File: src/rtl/snoop_req_ctrl.sv
// Line-fill requester for the local cache. It asks the peer cache first and falls
// back to unified memory with a bounded wait; the filled line goes back to the local cache.
module snoop_req_ctrl #(
  parameter int unsigned MEM_TIMEOUT = 63
) (
  input  logic        clk,
  input  logic        rst_n,
  input  logic        miss_req,
  input  logic [10:0] miss_addr,
  output logic        snoop_search,
  output logic [10:0] snoop_addr,
  input  logic        snoop_found,
  input  logic [63:0] snoop_line,
  output logic        mem_re,
  output logic [10:0] mem_addr,
  input  logic        mem_rdy,
  input  logic [63:0] mem_rd_data,
  output logic        fill_valid,
  output logic [63:0] fill_data,
  output logic        fill_src,
  output logic        fill_err,
  output logic        busy,
  output logic [15:0] snoop_hits
);

  typedef enum logic [1:0] {
    S_IDLE,
    S_SNOOP,
    S_MEM_WAIT,
    S_DONE
  } state_e;

  // Value of the wait counter in the last MEM_WAIT cycle that is allowed to see mem_rdy.
  localparam logic [7:0] LAST_WAIT = 8'(MEM_TIMEOUT - 1);

  state_e      state_q;
  logic [10:0] addr_q;
  logic [7:0]  wait_cnt_q;
  logic        snoop_search_q;
  logic        mem_re_q;
  logic        fill_valid_q;
  logic [63:0] fill_data_q;
  logic        fill_src_q;
  logic        fill_err_q;
  logic        busy_q;
  logic [15:0] snoop_hits_q;

  // NOTE: sequential state uses non-blocking assignments only, so every register
  // samples the values that were current before the edge.
  always_ff @(posedge clk or negedge rst_n) begin
    if (!rst_n) begin
      state_q        <= S_IDLE;
      addr_q         <= '0;
      wait_cnt_q     <= '0;
      snoop_search_q <= 1'b0;
      mem_re_q       <= 1'b0;
      fill_valid_q   <= 1'b0;
      fill_data_q    <= '0;
      fill_src_q     <= 1'b0;
      fill_err_q     <= 1'b0;
      busy_q         <= 1'b0;
      snoop_hits_q   <= '0;
    end else begin
      fill_valid_q <= 1'b0;
      fill_err_q   <= 1'b0;
      unique case (state_q)
        S_IDLE: begin
          if (miss_req) begin
            addr_q         <= miss_addr;
            snoop_search_q <= 1'b1;
            busy_q         <= 1'b1;
            state_q        <= S_SNOOP;
          end
        end
        S_SNOOP: begin
          snoop_search_q <= 1'b0;
          if (!miss_req) begin
            busy_q  <= 1'b0;
            state_q <= S_IDLE;
          end else if (snoop_found) begin
            fill_data_q  <= snoop_line;
            fill_src_q   <= 1'b1;
            fill_valid_q <= 1'b1;
            state_q      <= S_DONE;
          end else begin
            mem_re_q   <= 1'b1;
            wait_cnt_q <= '0;
            state_q    <= S_MEM_WAIT;
          end
        end
        S_MEM_WAIT: begin
          // A withdrawn request wins; a ready response wins over the timeout.
          if (!miss_req) begin
            mem_re_q <= 1'b0;
            busy_q   <= 1'b0;
            state_q  <= S_IDLE;
          end else if (mem_rdy) begin
            fill_data_q  <= mem_rd_data;
            fill_src_q   <= 1'b0;
            fill_valid_q <= 1'b1;
            mem_re_q     <= 1'b0;
            state_q      <= S_DONE;
          end else if (wait_cnt_q == LAST_WAIT) begin
            fill_err_q <= 1'b1;
            mem_re_q   <= 1'b0;
            busy_q     <= 1'b0;
            state_q    <= S_IDLE;
          end else begin
            wait_cnt_q <= wait_cnt_q + 8'd1;
          end
        end
        S_DONE: begin
          if (fill_src_q && (snoop_hits_q != 16'hFFFF)) begin
            snoop_hits_q <= snoop_hits_q + 16'd1;
          end
          busy_q  <= 1'b0;
          state_q <= S_IDLE;
        end
        default: state_q <= S_IDLE;
      endcase
    end
  end

  assign snoop_search = snoop_search_q;
  assign snoop_addr   = addr_q;
  assign mem_re       = mem_re_q;
  assign mem_addr     = addr_q;
  assign fill_valid   = fill_valid_q;
  assign fill_data    = fill_data_q;
  assign fill_src     = fill_src_q;
  assign fill_err     = fill_err_q;
  assign busy         = busy_q;
  assign snoop_hits   = snoop_hits_q;

endmodule

File: config.mk
export PLATFORM = sky130hd
export DESIGN_NAME = snoop_req_ctrl
export DESIGN_NICKNAME = d
export VERILOG_FILES = /design/src/rtl/snoop_req_ctrl.sv
export SDC_FILE = /design/constraint.sdc
export NUM_CORES = 1
export LEC_CHECK = 0
export CORE_ASPECT_RATIO = 0.9
export CORE_MARGIN = 2
export CORE_UTILIZATION = 30
export CTS_CLUSTER_DIAMETER = 80
export CTS_CLUSTER_SIZE = 25
export DETAILED_ROUTE_END_ITERATION = 8
export GPL_ROUTABILITY_DRIVEN = 1
export GPL_TIMING_DRIVEN = 0
export PLACE_DENSITY = 0.67
export SYNTH_ARGS = -nofsm -noshare
export SYNTH_HDL_FRONTEND = slang
export SYNTH_SLANG_ARGS = --single-unit
File: constraint.sdc
create_clock -name clk -period 2.7 [get_ports clk]
set_input_delay 0.54 -clock clk [delete_from_list [all_inputs] [get_ports clk]]
set_output_delay 0.54 -clock clk [all_outputs]
set_load 0.01 [all_outputs]
* After elaboration in Yosys (flattened, before gate mapping)
Index checks and enable logic that the tools add are counted.
Word-level totals: bits in registers 107, bits in latches 0, memory bits (writable) 0, bits in read-only memories 0, input port bits 144, output and inout bits 108, word-level logic and storage cells 86, memories kept 0
Operators by class: add/sub/neg operators 2, $mul 0, divide/modulo/power cells 0, $lt $le $gt $ge 0, equal/unequal tests 17, shifts and indexed selects 0, muxes and demuxes 44, bitwise operators 0, reductions and logical operators 12
Operators by type and width (count):
- 2-to-1 mux 64 bit | 4
- case mux 64 bit (2 select lines) | 1
- 2-to-1 mux 8 bit | 5
- 2-to-1 mux 1 bit | 22
- != test 2 bit, second input constant | 9
- adder 16 x 1 -> 16 bit, second input constant | 1
- != test 16 bit, second input constant | 1
- case mux 8 bit (2 select lines) | 1
- 2-to-1 mux 2 bit | 5
- adder 8 x 1 -> 8 bit, second input constant | 1
- equality test 8 x 6 -> 1 bit, second input constant | 1
- case mux 1 bit (2 select lines) | 4
- case mux 2 bit (4 select lines) | 1
- AND reduction 2 bit | 4
- AND reduction 4 bit | 2
- != test 3 bit, second input constant | 2
- AND reduction 6 bit | 1
- AND reduction 5 bit | 1
- equality test 2 bit, second input constant | 2
- != test 4 bit, second input constant | 1
- case mux 1 bit (4 select lines) | 1
- nonzero test 2 bit | 2
- equality test 2 x 1 -> 1 bit, second input constant | 1
- zero test 2 bit | 1
- logical AND 1 bit | 1

* Depth between registers and ports, before layout
depth in word-level cells 5, gate-level depth with buffers 8, mapped depth without buffers 6

* Least setup slack after synthesis
Ideal clock, no wire load.
path kind register -> register, from register state_q[0], to register wait_cnt_q[4], setup time 0.126 ns, data arrival time 1.744 ns, required time 2.574 ns, path slack 0.830 ns, cell stages (with the launch flop) 8, buffers on the path 2, clock period less this slack 1.870 ns, cells stage by stage dfrtp_1 > inv_1 > ha_1 > buf_6 > a22o_1 > or2_1 > buf_2 > a221o_1
Between the ends: cells in the longest elaborated chain, start to end 3, elaborated cells on any way between the ends 10, classes of those cells 7 x eq/ne; 1 x mux; 2 x reduce/logical
Ends and longest elaborated chain:
- from (decl) | line 36 | state_e state_q;
- from (signal assigned) | line 52 | state_q <= S_IDLE;
- from (signal assigned) | line 72 | state_q <= S_SNOOP;
- from (signal assigned) | line 79 | state_q <= S_IDLE;
- equality test 2 bit / equality test 2 x 1 -> 1 bit (equally long branches) | line 66 | unique case (state_q)
- != test 2 bit (no source line) / nonzero test 2 bit (equally long branches)
- AND reduction 6 bit (no source line)
- to (signal assigned) | line 109 | wait_cnt_q <= wait_cnt_q + 8'd1;
- to (decl) | line 38 | logic [7:0] wait_cnt_q;
Parallel ways exist; a longest one is shown, timed or not. A chain may end at the register's enable or synchronous reset.

* Worst setup path after layout
from register state_q[0], to register fill_data_q[38], in the netlist fill_data[38]
Between the ends: cells in the longest elaborated chain, start to end 3, elaborated cells on any way between the ends 9, classes of those cells 6 x eq/ne; 1 x mux; 2 x reduce/logical
Ends and longest elaborated chain:
- equality test 2 bit / equality test 2 x 1 -> 1 bit (equally long branches) | line 66
- != test 2 bit (no source line) / nonzero test 2 bit (equally long branches)
- AND reduction 5 bit (no source line)
- to (signal assigned) | line 81 | fill_data_q <= snoop_line;
- to (signal assigned) | line 98 | fill_data_q <= mem_rd_data;
- to (decl) | line 42 | logic [63:0] fill_data_q;
Parallel ways exist; a longest one is shown, timed or not.

==> impl_metrics.env <==
export IMPL_drt_met1_wl_um=6510
export IMPL_largest_net_degree_at_the_start_of_global_routing=58
export IMPL_fp_coreArea_mm2=0.0169
export IMPL_floorplan_die_width_um=143
export IMPL_average_footprint_of_a_synthesized_cell_um2=10.7
export IMPL_drt_wl_total_um=15900
export IMPL_synth_seq_cells=107
export IMPL_relative_area_change_from_synthesis_to_final_layout_pct=59.5
export IMPL_route_antenna_remaining_nets=0
export IMPL_number_of_global_route_vias_before_repair=4708
export IMPL_clock_tree_buffer_depth=2
export IMPL_syn_num_nets=639
export IMPL_min_delay_path_class="in -> async"
export IMPL_post_cts_buffers=0
export IMPL_critical_path_required_ns=2.92
export IMPL_layout_min_cycle_time_ns=2.30
export IMPL_grt_setup_unrepaired="no"
export IMPL_yosysWarningCount=0
export IMPL_most_instantiated_library_cell_after_synthesis="sky130_fd_sc_hd__dfrtp_1"
export IMPL_cellInternalPower_mw=5.42
export IMPL_global_route_wire_length_before_repair_um=24600
export IMPL_finalPower_mw=8.90
export IMPL_global_route_usage_total_pct=16.9
export IMPL_grt_remaining_overflow=0
export IMPL_comb_power_share_pct=55.0
export IMPL_share_seq_of_total_power_pct=30.5
export IMPL_critical_path_class="reg -> reg"
export IMPL_worst_pin_slew_ns=0.680
export IMPL_synthesis_area_mm2=0.00522
export IMPL_fin_hold_ws_ns=0.224
export IMPL_crit_fanout=10
export IMPL_h_tree_depth=3
export IMPL_ys_top_cells_by_count="sky130_fd_sc_hd__dfrtp_1 (107), sky130_fd_sc_hd__nor2_1 (72), sky130_fd_sc_hd__a21oi_1 (69), sky130_fd_sc_hd__mux2i_1 (69), sky130_fd_sc_hd__buf_2 (17)"
export IMPL_final_setup_viol_count=0
export IMPL_met2_wirelength_um=7970
export IMPL_clkTransAtPathRegs_ns=0.07
export IMPL_synth_cell_type_count=51
export IMPL_tritoncts_num_sinks=107
export IMPL_ioPinCount=252
export IMPL_ys_top_cells_by_area="sky130_fd_sc_hd__dfrtp_1 (51%), sky130_fd_sc_hd__mux2i_1 (13%), sky130_fd_sc_hd__a21oi_1 (6.6%)"
export IMPL_layout_core_utilization_pct=49.1
export IMPL_cts_resized=0
export IMPL_routed_top_layer="met4"
export IMPL_cts_made_buffers=9
export IMPL_placement_cell_area_mm2=0.00804
export IMPL_max_freq_mhz=436
export IMPL_via_density=4.67
export IMPL_vias=4619
export IMPL_number_of_synthesized_flops_with_an_enable_pin=0
export IMPL_postSynth_asyncResetShare_pct=100
export IMPL_antenna_found_initial=0
export IMPL_yosysTopAreaCell="sky130_fd_sc_hd__dfrtp_1"
export IMPL_result_of_the_run="finished clean"
export IMPL_dpl_hpwl_um=12400
export IMPL_synth_top_area_share_pct=51.3
export IMPL_powerDensity_mw_per_mm2=1070
export IMPL_clk_latency_ns=0.34
export IMPL_share_clk_of_total_power_pct=14.4
export IMPL_layout_cell_area_non_filler_mm2=0.00833
export IMPL_clockRootBuffer="sky130_fd_sc_hd__clkbuf_16"
export IMPL_share_of_synthesized_area_occupied_by_flip_flops_and_latches_pct=51.3
export IMPL_initial_utilization_pct=30.8
export IMPL_final_hold_viol_count=0
export IMPL_setup_worst_path_end_class="flip-flop"
export IMPL_design_die_area_mm2=0.0185
export IMPL_timing_max_slew_rel_slack_pct=54.7
export IMPL_max_vdd_ir_drop_v=0.000554
export IMPL_power_share_switching_pct=39.1
export IMPL_fin_setup_tns_ns=0
export IMPL_final_nets=901
export IMPL_antenna_cells_inserted=0
export IMPL_finalCritPeriodShare_pct=85.0
export IMPL_holdBufCountCts=0
export IMPL_finClkSkew_ns=0.00781
export IMPL_slew_violations=0
export IMPL_drive_gt1_share_pct=9.81
export IMPL_wl_per_cell_um=16.1
export IMPL_tritoncts_clock_tree="done"
export IMPL_critical_path_startpoint_type="flip-flop"
export IMPL_power_leakage_nw=3.33
export IMPL_dr_first_iter_drc_count=122
export IMPL_place_port_buffers=250
export IMPL_gp_routability_congestion=0.811
export IMPL_post_synth_inst_count=487
export IMPL_detailed_route_wirelength_on_metal3_um=1240
export IMPL_p_switching_mw=3.47
export IMPL_dieHeight_um=129
export IMPL_synth_ff_type="sky130_fd_sc_hd__dfrtp_1"
export IMPL_arrival_time_at_the_worst_endpoint_ns=2.52
export IMPL_drc_errors=0
export IMPL_initial_drt_pass_iterations=4
export IMPL_max_cap_violations=0
export IMPL_floorplan_rows=45
-- worst max-delay path, stage by stage, from the launching register on --
cell	delay [ns]
sky130_fd_sc_hd__dfrtp_1	0.42
sky130_fd_sc_hd__inv_1	0.15
sky130_fd_sc_hd__ha_1	0.18
sky130_fd_sc_hd__buf_6	0.13
sky130_fd_sc_hd__clkbuf_1	0.47
sky130_fd_sc_hd__buf_2	0.42
sky130_fd_sc_hd__mux2i_1	0.29
sky130_fd_sc_hd__a21oi_1	0.10
-- state kept, by name, summed over array words and instances, names as in the netlist, 2 cells and up --
name	count
mem_addr	11
wait_cnt_q	8
fill_data	64
snoop_hits	16
state_q	2
-- through the flow --
step | setup WS [ns] | std cells
2_1_floorplan | 0.830 | 487
3_3_place_gp | -3.02 | 972
4_1_cts | 0.371 | 989
5_1_grt | 0.241 | 989
6_report | 0.404 | 989
3_5_place_dp | 0.197 | 973
-- metal layers --
metal	vias up	global-route usage, %
met5	-	0
met4	0	4.66
met3	12	5.69
met2	171	29.4
met1	2203	20.2
li1	2233	-
-- power groups by stage --
stage	registers, mW	logic [mW]	clock network, mW
2_1_floorplan	2.96	2.30	0
3_3_place_gp	2.71	4.82	0
3_5_place_dp	2.74	4.95	0
4_1_cts	2.72	4.97	1.33
5_1_grt	2.81	5.36	1.39
6_report	2.72	4.89	1.29
-- kinds of logic (layout without fill, tap and decap cells) --
logic type | count (synthesis) | in the layout | synth area share (%)
AOI/OAI and AO/OA | 94 | 94 | 10.6
xor gates and xnor gates | 13 | 13 | 2.18
adders and majority gates | 8 | 8 | 1.92
buffers and inverters | 48 | 315 | 5.30
DFF | 107 | 107 | 51.3
muxes | 83 | 83 | 16.2
and+or+nand+nor | 134 | 134 | 12.5
-- layout make-up --
class / count / area (um^2)
inverter: 10 / 37.5
buffer: 38 / 239
timing repair buffer: 251 / 2530
fill: 1553 / 8620
multi-input combinational: 332 / 2270
clock buffer: 10 / 239
tap: 235 / 294
clock inverter: 6 / 47.5
sequential: 107 / 2680
-- path summary, 6_finish.rpt --
kind,slack [ns],from,cells after the start,to
min in group clk,0.51,snoop_hits[14],1,snoop_hits[14]
worst min-delay path,0.22,rst_n,1,snoop_hits[14]
worst min register to register,0.51,snoop_hits[14],1,snoop_hits[14]
max in group asynchronous,1.75,rst_n,2,fill_data[5]
worst max register to register,0.40,state_q[0],7,fill_data[38]
worst max-delay path,0.40,state_q[0],7,fill_data[38]
-- cells in the final DEF (no fill, tap or decap), types with 10 or more instances in the layout --
cell	netlist	final
sky130_fd_sc_hd__nor2_1	72	72
sky130_fd_sc_hd__buf_2	17	17
sky130_fd_sc_hd__a21oi_1	69	69
sky130_fd_sc_hd__dfrtp_1	107	107
sky130_fd_sc_hd__buf_4	16	17
sky130_fd_sc_hd__nand2_1	14	14
sky130_fd_sc_hd__clkdlybuf4s50_1	0	249
sky130_fd_sc_hd__mux2_2	12	12
sky130_fd_sc_hd__inv_1	10	10
sky130_fd_sc_hd__mux2i_1	69	69
(Power assumes the default switching activity.)
